**config.mk**
```make
export PLATFORM = sky130hd
export DESIGN_NAME = id_ex_stage
export DESIGN_NICKNAME = d
export VERILOG_FILES = /design/src/rtl/mips_pkg.sv /design/src/rtl/alu_control.sv /design/src/rtl/id_ex_stage.sv
export SDC_FILE = /design/constraint.sdc
export NUM_CORES = 1
export LEC_CHECK = 0
export CORE_MARGIN = 2
export CORE_UTILIZATION = 48
export CTS_CLUSTER_SIZE = 20
export DETAILED_ROUTE_END_ITERATION = 16
export PLACE_DENSITY = 0.86
export RECOVER_POWER = 100
export SLEW_MARGIN = 5
export SYNTH_ARGS = -nofsm -noshare
export SYNTH_HDL_FRONTEND = slang
export SYNTH_SLANG_ARGS = --single-unit
```
**constraint.sdc**
```tcl
create_clock -name clk -period 4.9 [get_ports clk]
set_clock_uncertainty 0.15 [all_clocks]
set_input_delay 0.98 -clock clk [delete_from_list [all_inputs] [get_ports clk]]
set_output_delay 0.98 -clock clk [all_outputs]
set_load 0.05 [all_outputs]
```
**src/rtl/mips_pkg.sv**
```systemverilog
// rtl/mips_pkg.sv - shared MIPS decode constants: ALU opcodes, funct codes, ALUOp codes
package mips_pkg;

  // 3-bit operation codes understood by the 32-bit ALU
  localparam logic [2:0] ALU_AND = 3'b000;
  localparam logic [2:0] ALU_OR  = 3'b001;
  localparam logic [2:0] ALU_ADD = 3'b010;
  localparam logic [2:0] ALU_SUB = 3'b110;
  localparam logic [2:0] ALU_SLT = 3'b111;

  // R-type funct field values
  localparam logic [5:0] FUNCT_ADD = 6'b100000;
  localparam logic [5:0] FUNCT_SUB = 6'b100010;
  localparam logic [5:0] FUNCT_AND = 6'b100100;
  localparam logic [5:0] FUNCT_OR  = 6'b100101;
  localparam logic [5:0] FUNCT_SLT = 6'b101010;

  // Main-decoder ALUOp values
  localparam logic [1:0] ALUOP_ADD   = 2'b00;
  localparam logic [1:0] ALUOP_SUB   = 2'b01;
  localparam logic [1:0] ALUOP_FUNCT = 2'b10;
  localparam logic [1:0] ALUOP_SLTI  = 2'b11;

endpackage

```
**src/rtl/alu_control.sv**
```systemverilog
// rtl/alu_control.sv - combinational ALUOp/funct to ALU operation decoder
module alu_control
  import mips_pkg::*;
(
  input  logic [1:0] alu_op,
  input  logic [5:0] funct,
  output logic [2:0] alu_operation
);

  // ALUOp selects a fixed operation except for R-type, where funct decides;
  // unknown funct values fall back to add so the ALU never sees an undefined code
  always_comb begin
    alu_operation = ALU_ADD;
    case (alu_op)
      ALUOP_ADD:  alu_operation = ALU_ADD;
      ALUOP_SUB:  alu_operation = ALU_SUB;
      ALUOP_SLTI: alu_operation = ALU_SLT;
      ALUOP_FUNCT: begin
        case (funct)
          FUNCT_ADD: alu_operation = ALU_ADD;
          FUNCT_SUB: alu_operation = ALU_SUB;
          FUNCT_AND: alu_operation = ALU_AND;
          FUNCT_OR:  alu_operation = ALU_OR;
          FUNCT_SLT: alu_operation = ALU_SLT;
          default:   alu_operation = ALU_ADD;
        endcase
      end
      default: alu_operation = ALU_ADD;
    endcase
  end

endmodule

```
**src/rtl/id_ex_stage.sv**
```systemverilog
// rtl/id_ex_stage.sv - ID/EX pipeline register with forwarding, ALU decode and load-use detection
module id_ex_stage
  import mips_pkg::*;
#(
  parameter int XLEN  = 32,
  parameter int RADDR = 5
) (
  input  logic             clk,
  input  logic             rst,
  input  logic             stall,
  input  logic             flush,
  input  logic             id_valid,
  input  logic [XLEN-1:0]  id_rs_data,
  input  logic [XLEN-1:0]  id_rt_data,
  input  logic [15:0]      id_imm,
  input  logic [RADDR-1:0] id_rs,
  input  logic [RADDR-1:0] id_rt,
  input  logic [RADDR-1:0] id_rd,
  input  logic             id_alu_src,
  input  logic             id_reg_dst,
  input  logic             id_mem_read,
  input  logic             id_mem_write,
  input  logic             id_reg_write,
  input  logic             id_mem_to_reg,
  input  logic [1:0]       id_alu_op,
  input  logic [5:0]       id_funct,
  input  logic             mem_reg_write,
  input  logic [RADDR-1:0] mem_rd,
  input  logic [XLEN-1:0]  mem_result,
  input  logic             wb_reg_write,
  input  logic [RADDR-1:0] wb_rd,
  input  logic [XLEN-1:0]  wb_result,
  output logic             hazard_stall,
  output logic             ex_valid,
  output logic [XLEN-1:0]  alu_a,
  output logic [XLEN-1:0]  alu_b,
  output logic [2:0]       alu_operation,
  output logic [XLEN-1:0]  ex_store_data,
  output logic [RADDR-1:0] ex_write_reg,
  output logic             ex_mem_read,
  output logic             ex_mem_write,
  output logic             ex_reg_write,
  output logic             ex_mem_to_reg
);

  logic [RADDR-1:0] ex_rs;
  logic [RADDR-1:0] ex_rt;
  logic [XLEN-1:0]  ex_rs_data;
  logic [XLEN-1:0]  ex_rt_data;
  logic [15:0]      ex_imm;
  logic             ex_alu_src;

  logic [2:0]       id_alu_operation;
  logic [XLEN-1:0]  cap_rs_data;
  logic [XLEN-1:0]  cap_rt_data;
  logic [XLEN-1:0]  fwd_rs;
  logic [XLEN-1:0]  fwd_rt;
  logic [XLEN-1:0]  imm_ext;

  alu_control u_alu_control (
    .alu_op        (id_alu_op),
    .funct         (id_funct),
    .alu_operation (id_alu_operation)
  );

  // A load in EX cannot forward its data yet, so a dependent ID instruction must wait one cycle
  assign hazard_stall = ex_valid && ex_mem_read && (ex_write_reg != '0) && id_valid &&
                        ((id_rs == ex_write_reg) || (id_rt == ex_write_reg));

  // The register file does not write-through, so a same-cycle WB write is bypassed at capture
  always_comb begin
    cap_rs_data = id_rs_data;
    cap_rt_data = id_rt_data;
    if (wb_reg_write && (wb_rd != '0) && (wb_rd == id_rs)) cap_rs_data = wb_result;
    if (wb_reg_write && (wb_rd != '0) && (wb_rd == id_rt)) cap_rt_data = wb_result;
  end

  // EX-time operand forwarding; the younger MEM result wins over WB, r0 is never forwarded
  always_comb begin
    fwd_rs = ex_rs_data;
    fwd_rt = ex_rt_data;
    if (mem_reg_write && (mem_rd != '0) && (mem_rd == ex_rs))     fwd_rs = mem_result;
    else if (wb_reg_write && (wb_rd != '0) && (wb_rd == ex_rs))   fwd_rs = wb_result;
    if (mem_reg_write && (mem_rd != '0) && (mem_rd == ex_rt))     fwd_rt = mem_result;
    else if (wb_reg_write && (wb_rd != '0) && (wb_rd == ex_rt))   fwd_rt = wb_result;
  end

  assign imm_ext       = {{(XLEN-16){ex_imm[15]}}, ex_imm};
  assign alu_a         = fwd_rs;
  assign alu_b         = ex_alu_src ? imm_ext : fwd_rt;
  assign ex_store_data = fwd_rt;

  // Stage register: reset, then flush, then hold on stall, then bubble on load-use, else capture
  always_ff @(posedge clk) begin
    if (rst) begin
      ex_valid      <= 1'b0;
      ex_reg_write  <= 1'b0;
      ex_mem_read   <= 1'b0;
      ex_mem_write  <= 1'b0;
      ex_mem_to_reg <= 1'b0;
      ex_alu_src    <= 1'b0;
      ex_rs         <= '0;
      ex_rt         <= '0;
      ex_rs_data    <= '0;
      ex_rt_data    <= '0;
      ex_imm        <= '0;
      ex_write_reg  <= '0;
      alu_operation <= ALU_AND;
    end else if (flush || (!stall && hazard_stall)) begin
      ex_valid      <= 1'b0;
      ex_reg_write  <= 1'b0;
      ex_mem_read   <= 1'b0;
      ex_mem_write  <= 1'b0;
      ex_mem_to_reg <= 1'b0;
    end else if (!stall) begin
      ex_valid      <= id_valid;
      ex_reg_write  <= id_reg_write;
      ex_mem_read   <= id_mem_read;
      ex_mem_write  <= id_mem_write;
      ex_mem_to_reg <= id_mem_to_reg;
      ex_alu_src    <= id_alu_src;
      ex_rs         <= id_rs;
      ex_rt         <= id_rt;
      ex_rs_data    <= cap_rs_data;
      ex_rt_data    <= cap_rt_data;
      ex_imm        <= id_imm;
      ex_write_reg  <= id_reg_dst ? id_rd : id_rt;
      alu_operation <= id_alu_operation;
    end
  end

endmodule

```
==> results_dict.tcl, run 1 <==
set metrics [dict create \
    seqPwrFrac_pct 34.2 \
    rsz0062_at_grt "no" \
    fmax_mhz 208 \
    ir_drop_mv 0.178 \
    gr-total-overflow 0 \
    areaGrowthSynthToFinish_pct 45.1 \
    drc 0 \
    async_flop_share_pct 0 \
    nets 1368 \
    fillers 1264 \
    clk_pin_slew_ns 0.08 \
    ant_nets 0 \
    dp.final_hpwl_mm 22.0 \
    arrival_ns 3.68 \
    cts_max_path_buffers 2 \
    syn_inst 942 \
    vias 9085 \
    cp-start-kind "input port" \
    seq_area_sq_um 2080 \
    yosys_warnings 0 \
    synth.ff_latch_count 104 \
    run_status "complete, but fails checks" \
    cts.sinks 104 \
    io_pins 300 \
    synth-main-ff-cell "dfxtp_1" \
    multi_input_area_sq_um 5090 \
    clkLatencyLatePin_ns 0.36 \
    hold_violations 0 \
    relSlewSlack_pct -54.2 \
    cp_max_fo 19 \
    io_buffers 299 \
    start_util_pct 48.5 \
    grt_pass1_vias 8653 \
    crit_path_cell_trace "clkdlybuf4s50_1 -> buf_4 -> xnor2_1 -> o2111a_2 -> buf_4 -> nand3_1 -> a31oi_1 -> mux2_2 -> clkbuf_4" \
    final_core_util_pct 70.4 \
    p_comb_share_pct 38.9 \
    grt_max_degree 73 \
    numCtsBuffers 9 \
    dieArea_sq_um 16900 \
    tightest_slew_ns 2.30 \
    drt_iter0_markers 1063 \
    rr_worst_depth 6 \
    end_kind "output port" \
    powerDensity_nw_per_um2 248 \
    place_congestion 0.943 \
    hold_depth 2 \
    yosys.area.top_type "dfxtp_1" \
    min_period_ns 4.81 \
    synth_cell_types 53 \
    num_rows 46 \
    vias_per_cell 6.49 \
    finalCritPeriodShare_pct 98.2 \
    die_width_microns 130 \
    maxCapViolations 2 \
    required_ns 3.77 \
    failed_checks "max-capacitance violations, max-slew violations" \
    top_regs "ex_rs_data x32, ex_rt_data x32, ex_imm x16" \
    holdBufCountCts 0 \
    critical_path_class "in -> out" \
    synth_area_sq_um 7630 \
    detail_route.wl_per_cell_microns 22.5 \
    cts_tree "done" \
    htreeDepth 3 \
    switching_share_pct 38.5 \
    finalSetupViolCount 0 \
    track_usage_pct 35.6 \
    grt_first_pass_wirelength_mm 47.3 \
    slowest_delay_ns 0.59 \
    first_pass_iters 6 \
    pwr-share-clk_pct 26.9 \
    yosys-top-cells-area "dfxtp_1 27%, o211a_1 8.9%, mux2i_1 8.4%" \
    setup_tns_ns 0 \
    cts-root-buf "clkbuf_16" \
    slowest_stage "o2111a_2" \
    maxSlewViolCount 138 \
    hp-class "reg -> reg" \
    internal-power_mw 1.68 \
    synth_edf_count 0 \
    netSwitchingPower_mw 1.06 \
    whs_ns 0.304 \
    grt_antenna_before_repair 0 \
    synth_top_area_share_pct 27.3 \
    wl_mm 31.5 \
    p_leak_nw 4.57 \
    avgSynthCellArea_sq_um 8.10 \
    ys_seq_area_share_pct 27.3 \
    cp_common_cell "buf_4" \
    die_h_microns 130 \
    layout-drive-gt1-share_pct 15.0 \
    syn-num-nets 1132 \
    core_area_sq_um 15700 \
]
==> power by group through the flow <==
stage / Clock, mW / Sequential (mW) / Combinational [mW]
after floorplan: 0 / 0.961 / 0.588
after global placement: 0 / 0.952 / 1.14
after detailed placement: 0 / 0.955 / 1.15
after CTS: 0.739 / 0.935 / 1.15
after global routing: 0.765 / 0.941 / 1.11
final: 0.738 / 0.936 / 1.07
==> placed cells by master, fill, tap and decap left out, drive strengths merged, types with 6 or more instances in the layout <==
master,count
clkdlybuf4s50,187
xor2,7
nor2,37
a21oi,6
nor2b,6
o31ai,17
o21ai,118
clkbuf,63
dlygate4sd3,15
and3,18
nor4,17
nand2,102
o2111ai,66
dlymetal6s2s,11
mux2,15
o211a,68
buf,67
a211oi,17
nand3,86
a31oi,17
xnor2,33
dfxtp,104
mux2i,64
==> per-layer routing <==
layer | up-vias | part of all wire, % | global-route usage (%)
li1 | 4058 | - | -
met1 | 4316 | 38 | 43.4
met2 | 597 | 47 | 58.6
met3 | 114 | 11 | 9.51
met4 | 0 | 4.5 | 16.9
met5 | - | 0 | 0
==> worst paths after layout <==
kind | slack (ns) | startpoint | end
worst max register to register | 1.94 | ex_write_reg[4]$_SDFFE_PP0P_ | ex_rs_data[5]$_SDFFE_PP0P_
worst min-delay path | 0.30 | ex_mem_to_reg$_SDFFE_PP0N_ | ex_mem_to_reg$_SDFFE_PP0N_
worst min register to register | 0.30 | ex_mem_to_reg$_SDFFE_PP0N_ | ex_mem_to_reg$_SDFFE_PP0N_
worst max-delay path | 0.09 | wb_rd[3] | alu_b[12]
==> kinds of logic (layout without fill, tap and decap cells) <==
| logic type | after synthesis | after routing | share of synthesized area [%] |
|---|---|---|---|
| compound gates | 325 | 325 | 32.7 |
| xor+xnor | 40 | 40 | 4.59 |
| buf+inv | 112 | 353 | 6.81 |
| flops | 104 | 104 | 27.3 |
| mux | 79 | 79 | 10.6 |
| other cells | 0 | 1 | 0 |
| simple gates | 282 | 282 | 18.0 |
==> worst max-delay path, delay by kind of cell <==
kind,cells,cell delay [ns]
xor+xnor,1,0.24
mux,1,0.24
buf+inv,4,1.15
simple gates,1,0.10
compound gates,2,0.96
==> what timing repair did <==
action	CTS	global route
gates resized for setup	0	1
endpoints found under the setup margin	0	16
endpoints found under the hold margin	0	0
setup buffers	0	0
==> synth_stat cells (7+ instances only) <==
library cell    n
and3_1         12
nor2_1         37
o21ai_1        11
clkbuf_1       79
o21ai_0       106
xor2_1          7
mux2i_1        64
a211oi_2       15
dfxtp_1       104
o2111ai_1      64
mux2_2         14
buf_2          12
o31ai_1        17
a31oi_1        17
nand3_1        85
nor4_1         16
o211a_1        68
xnor2_1        33
nand2_1       101
==> stage by stage <==
step | setup slack, ns | cells | power [mW] | area, sq um
floorplan | 0.0542 | 942 | 1.55 | 7630
global placement | 0.131 | 1383 | 2.09 | 11300
detailed placement | 0.0604 | 1383 | 2.10 | 11300
CTS | 0.0444 | 1399 | 2.83 | 11600
global route | 0.00625 | 1399 | 2.82 | 11100
finish | 0.0860 | 1400 | 2.74 | 11100
==> area by class of cell <==
class,count,area share [%]
diodes,1,0.0226
clock buffers,10,2.16
clock inverters,6,0.475
inverters,1,0.0452
multi-input cells,726,46.0
flip-flops and latches,104,18.8
well taps,216,2.44
repair buffers,336,30.0
No activity file was read; power rests on OpenSTA's default activity.
==> run 2, diff against run 1 <==
--- a/config.mk
+++ b/config.mk
@@ -5,6 +5,7 @@
 export SDC_FILE = /design/constraint.sdc
 export NUM_CORES = 1
 export LEC_CHECK = 0
+export CORE_ASPECT_RATIO = 1.5
 export CORE_MARGIN = 2
 export CORE_UTILIZATION = 48
 export CTS_CLUSTER_SIZE = 20
==> results_dict.tcl, run 2 (synthesis gave the netlist of run 1 again) <==
set metrics [dict create \
    run_status "complete, but fails checks" \
    failed_checks "max-capacitance violations, max-slew violations" \
    start_util_pct 48.8 \
    mostFrequentLayoutCells "187 x clkdlybuf4s50_1, 112 x o21ai_0, 103 x dfxtp_1" \
    wl_mm 31.7 \
    holdBufCountCts 0 \
    areaGrowthSynthToFinish_pct 51.5 \
    num_rows 56 \
    vias 9192 \
    nets 1367 \
    htreeDepth 3 \
    rr_worst_depth 6 \
    maxCapViolations 2 \
    cts_max_path_buffers 2 \
    ant_nets 0 \
    setup_ws_ns 0.0316 \
    postLayoutCellArea_sq_um 11600 \
    critical_path_class "in -> out" \
    hold_violations 0 \
    io_buffers 299 \
    min_period_ns 4.87 \
    relSlewSlack_pct -37.1 \
    top_regs "ex_rs_data x32, ex_rt_data x32, ex_imm x16" \
    route.met3.wl_mm 2.81 \
    gr-total-overflow 0 \
    first_pass_iters 7 \
    hp-class "reg -> reg" \
    setup_tns_ns 0 \
    crit_path_cell_trace "clkdlybuf4s50_1 -> or4_1 -> buf_4 -> o21ai_0 -> nor4_4 -> buf_4 -> mux2i_1 -> o21ai_0 -> buf_12" \
    die_h_microns 158 \
    worstHoldStart "ex_mem_to_reg$_SDFFE_PP0N_" \
    finalSetupViolCount 0 \
    crit_start "wb_rd[4]" \
    grt_antenna_before_repair 3 \
    fmax_mhz 205 \
    die_width_microns 107 \
    clk_pin_slew_ns 0.07 \
    hold_depth 2 \
    cp_max_fo 10 \
    powerDensity_nw_per_um2 251 \
    place_congestion 0.967 \
    maxSlewViolCount 192 \
    dp_slack_ns 0.0430 \
    required_ns 3.77 \
    cp-start-kind "input port" \
    tightest_slew_ns 2.06 \
    place_area_sq_um 11300 \
    dp.final_hpwl_mm 21.8 \
    slowest_stage "nor4_4" \
    io_pins 300 \
    numCtsBuffers 9 \
    layout-drive-gt1-share_pct 16.3 \
    routed.top_layer "met4" \
    vias_per_cell 6.62 \
    cts-root-buf "clkbuf_16" \
    track_usage_pct 35.9 \
    p_leak_nw 4.65 \
    dieArea_sq_um 16900 \
    slowest_delay_ns 0.63 \
    detail_route.wl_per_cell_microns 22.8 \
    grt_max_degree 120 \
    finalCritPeriodShare_pct 99.4 \
    core_area_sq_um 15600 \
    clkLatencyLatePin_ns 0.35 \
    grt_first_pass_wirelength_mm 47.7 \
    ir_drop_mv 0.169 \
    grt_pass1_vias 8926 \
    r2r-start "ex_write_reg[4]$_SDFFE_PP0P_" \
    cts.sinks 104 \
    cts_tree "done" \
    wl_met1_mm 11.2 \
    final_common_cell "clkdlybuf4s50_1" \
    wl_met2_mm 15.9 \
    arrival_ns 3.74 \
    drc 0 \
    end_kind "output port" \
    drt_iter0_markers 831 \
    power.total_mw 2.90 \
]
## run 2: changes by cell type in the layout (fill, tap and decap cells not counted), moves of 4 or more
cell / before / now
a211oi_1: 2 / 16
a211oi_2: 15 / 1
buf_12: 31 / 70
buf_4: 33 / 44
clkbuf_1: 20 / 1
clkbuf_2: 31 / 17
dlymetal6s2s_1: 11 / 0
o21ai_0: 116 / 112
o21ai_1: 1 / 5
## run 2: metrics by stage
step           hold slack (ns)  std cells  util [%]
6_report                 0.306       1389      74.0
5_1_grt                  0.329       1388      73.9
4_1_cts                  0.306       1384      74.5
3_5_place_dp             0.297       1368      72.4
3_3_place_gp             0.288       1368      72.4
2_1_floorplan            0.281        942         -
## run 2: per-layer routing
layer / track usage (%) / vias to the layer above
met1: 41.1 / 4309
met5: 0 / -
met3: 5.69 / 155
li1: - / 4069
met4: 22.8 / 0
met2: 61.8 / 659
## run 2: cell type report
| cell class | count | area, sq um |
|---|---|---|
| clock buffers | 9 | 225 |
| multi-input cells | 727 | 5030 |
| flip-flops and latches | 104 | 2080 |
| inverters | 1 | 3.75 |
| fillers | 1132 | 4070 |
| repair buffers | 334 | 3840 |
| well taps | 203 | 254 |
| clock inverters | 7 | 103 |
| diodes | 4 | 10.0 |
## run 2: where the power goes
group / switching [mW] / internal, mW
sequential: 0.0432 / 0.897
combinational: 0.659 / 0.497
clock: 0.345 / 0.454
## run 2: worst max-delay path, delay by kind of cell
kind                   cells  cell delay [ns]
muxes                      1             0.12
and+or+nand+nor            2             0.87
AOI/OAI and AO/OA          2             0.54
buffers and inverters      4             1.22
## run 2: timing repair
item                       CTS  global route
buffers inserted             0             0
gates resized for setup      0             3
setup endpoints to repair    0            19
## run 2: worst paths after layout
| path | slack [ns] | end |
|---|---|---|
| worst max-delay path | 0.03 | alu_a[6] |
| worst max register to register | 1.84 | ex_rs_data[4]$_SDFFE_PP0P_ |
| worst min-delay path | 0.31 | ex_mem_to_reg$_SDFFE_PP0N_ |
| worst min register to register | 0.31 | ex_mem_to_reg$_SDFFE_PP0N_ |
==> run 3, diff against run 2 <==
--- a/config.mk
+++ b/config.mk
@@ -5,8 +5,8 @@
 export SDC_FILE = /design/constraint.sdc
 export NUM_CORES = 1
 export LEC_CHECK = 0
+export ABC_CLOCK_PERIOD_IN_PS = 4900
 export CORE_ASPECT_RATIO = 1.5
-export CORE_MARGIN = 2
 export CORE_UTILIZATION = 48
 export CTS_CLUSTER_SIZE = 20
 export DETAILED_ROUTE_END_ITERATION = 16
==> results_dict.tcl, run 3 (synthesis gave the netlist of run 1 again) <==
set metrics [dict create \
    postLayoutCellArea_sq_um 11200 \
    mostFrequentLayoutCells "186 x clkdlybuf4s50_1, 117 x o21ai_0, 103 x dfxtp_1" \
    relSlewSlack_pct -66.6 \
    tightest_slew_ns 2.50 \
    ant_nets 0 \
    num_rows 56 \
    die_width_microns 105 \
    fillers 1191 \
    multi_input_area_sq_um 5110 \
    cts_max_path_buffers 2 \
    cp_max_fo 17 \
    place_area_sq_um 11400 \
    cts-root-buf "clkbuf_16" \
    p_comb_share_pct 38.6 \
    dieArea_sq_um 16400 \
    areaGrowthSynthToFinish_pct 47.0 \
    seqPwrFrac_pct 33.4 \
    fmax_mhz 206 \
    switching_share_pct 36.5 \
    holdBufCountCts 0 \
    final_core_util_pct 72.1 \
    end_kind "output port" \
    drc 0 \
    power.total_mw 2.82 \
    final_common_cell "clkdlybuf4s50_1" \
    seq_area_sq_um 2080 \
    maxCapViolations 2 \
    internal-power_mw 1.79 \
    io_buffers 299 \
    htreeDepth 3 \
    hp-class "reg -> reg" \
    netSwitchingPower_mw 1.03 \
    critical_path_class "in -> out" \
    wl_mm 32.4 \
    finalSetupViolCount 0 \
    first_pass_iters 6 \
    dp.final_hpwl_mm 21.8 \
    pwr-share-clk_pct 28.1 \
    gr-total-overflow 0 \
    clkLatencyLatePin_ns 0.34 \
    place_congestion 0.912 \
    cts_tree "done" \
    grt_first_pass_wirelength_mm 48.4 \
    grt_max_degree 99 \
    grt_antenna_before_repair 3 \
    failed_checks "max-capacitance violations, max-slew violations" \
    cts.sinks 104 \
    nets 1372 \
    numCtsBuffers 9 \
    clk_pin_slew_ns 0.07 \
    ir_drop_mv 0.169 \
    drt_iter0_markers 928 \
    run_status "complete, but fails checks" \
    fin_cells 1392 \
    vias 9237 \
    cp-start-kind "input port" \
    powerDensity_nw_per_um2 252 \
    track_usage_pct 37.7 \
    vias_per_cell 6.64 \
    io_pins 300 \
    core_area_sq_um 15600 \
    required_ns 3.77 \
    detail_route.wl_per_cell_microns 23.3 \
    min_period_ns 4.87 \
    p_leak_nw 4.59 \
    die_h_microns 156 \
    layout-drive-gt1-share_pct 15.7 \
    top_regs "ex_rs_data x32, ex_rt_data x32, ex_imm x16" \
    dp.cells 1367 \
    hold_violations 0 \
    start_util_pct 49.0 \
    grt_pass1_vias 8882 \
    finalCritPeriodShare_pct 99.3 \
    arrival_ns 3.74 \
    maxSlewViolCount 172 \
]
run 3: cell types whose count changed in the layout (fill, tap and decap cells not counted), moves of 7 or more:
| cell | previous run | this run |
|---|---|---|
| a211oi_1 | 16 | 5 |
| a211oi_2 | 1 | 12 |
| buf_12 | 70 | 40 |
| buf_4 | 44 | 32 |
| clkbuf_1 | 1 | 22 |
| clkbuf_2 | 17 | 29 |
| clkbuf_4 | 0 | 7 |
run 3: layout make-up:
| cell class | count | share of cell area, % |
|---|---|---|
| diodes | 3 | 0.0670 |
| clock buffers | 10 | 2.13 |
| clock inverters | 5 | 0.726 |
| inverters | 1 | 0.0558 |
| multi-input cells | 727 | 45.6 |
| flip-flops and latches | 104 | 18.6 |
| well taps | 203 | 2.27 |
| repair buffers | 339 | 30.5 |
run 3: routing by layer:
layer | global-route usage (%) | wire length, microns | up-vias
met4 | 22.8 | 1990 | 0
li1 | - | - | 4083
met1 | 42.0 | 11300 | 4281
met5 | 0 | 0 | -
met2 | 67.0 | 16000 | 702
met3 | 6.21 | 3060 | 171
run 3: timing repair:
| item | in CTS | in global routing |
|---|---|---|
| cloned | 0 | 1 |
| resized for setup | 10 | 2 |
| setup buffers | 3 | 3 |
| pin swaps | 1 | 1 |
| setup endpoints to repair | 18 | 21 |
run 3: power by group through the flow:
stage / clock network (mW) / logic, mW / registers, mW
detailed placement: 0 / 1.16 / 0.960
finish: 0.792 / 1.09 / 0.942
CTS: 0.796 / 1.17 / 0.941
floorplan: 0 / 0.588 / 0.961
global placement: 0 / 1.14 / 0.957
global route: 0.839 / 1.13 / 0.947
run 3: critical path, stage by stage:
cell,delay [ns]
clkdlybuf4s50_1,0.42
or4_1,0.57
clkbuf_2,0.22
o2111a_2,0.30
buf_4,0.17
nand2_8,0.18
a211oi_2,0.12
o31ai_1,0.56
buf_12,0.21
run 3: per-stage QoR:
stage          TNS (ns)  hold WS, ns  setup WS (ns)
6_report              0        0.300         0.0343
5_1_grt         -0.0163        0.321        -0.0163
4_1_cts               0        0.305        0.00171
3_5_place_dp      -1.51        0.295         -0.174
3_3_place_gp     -0.425        0.290        -0.0582
2_1_floorplan         0        0.281         0.0542
run 3: final timing paths:
kind                                 from                    endpoint  slack, ns  depth (start not counted)
max reg2reg  ex_write_reg[0]$_SDFFE_PP0P_      ex_imm[3]$_SDFFE_PP0P_       0.92                          5
min            ex_mem_to_reg$_SDFFE_PP0N_  ex_mem_to_reg$_SDFFE_PP0N_       0.30                          2
min reg2reg    ex_mem_to_reg$_SDFFE_PP0N_  ex_mem_to_reg$_SDFFE_PP0N_       0.30                          2
max                              wb_rd[2]                   alu_b[18]       0.03                          9
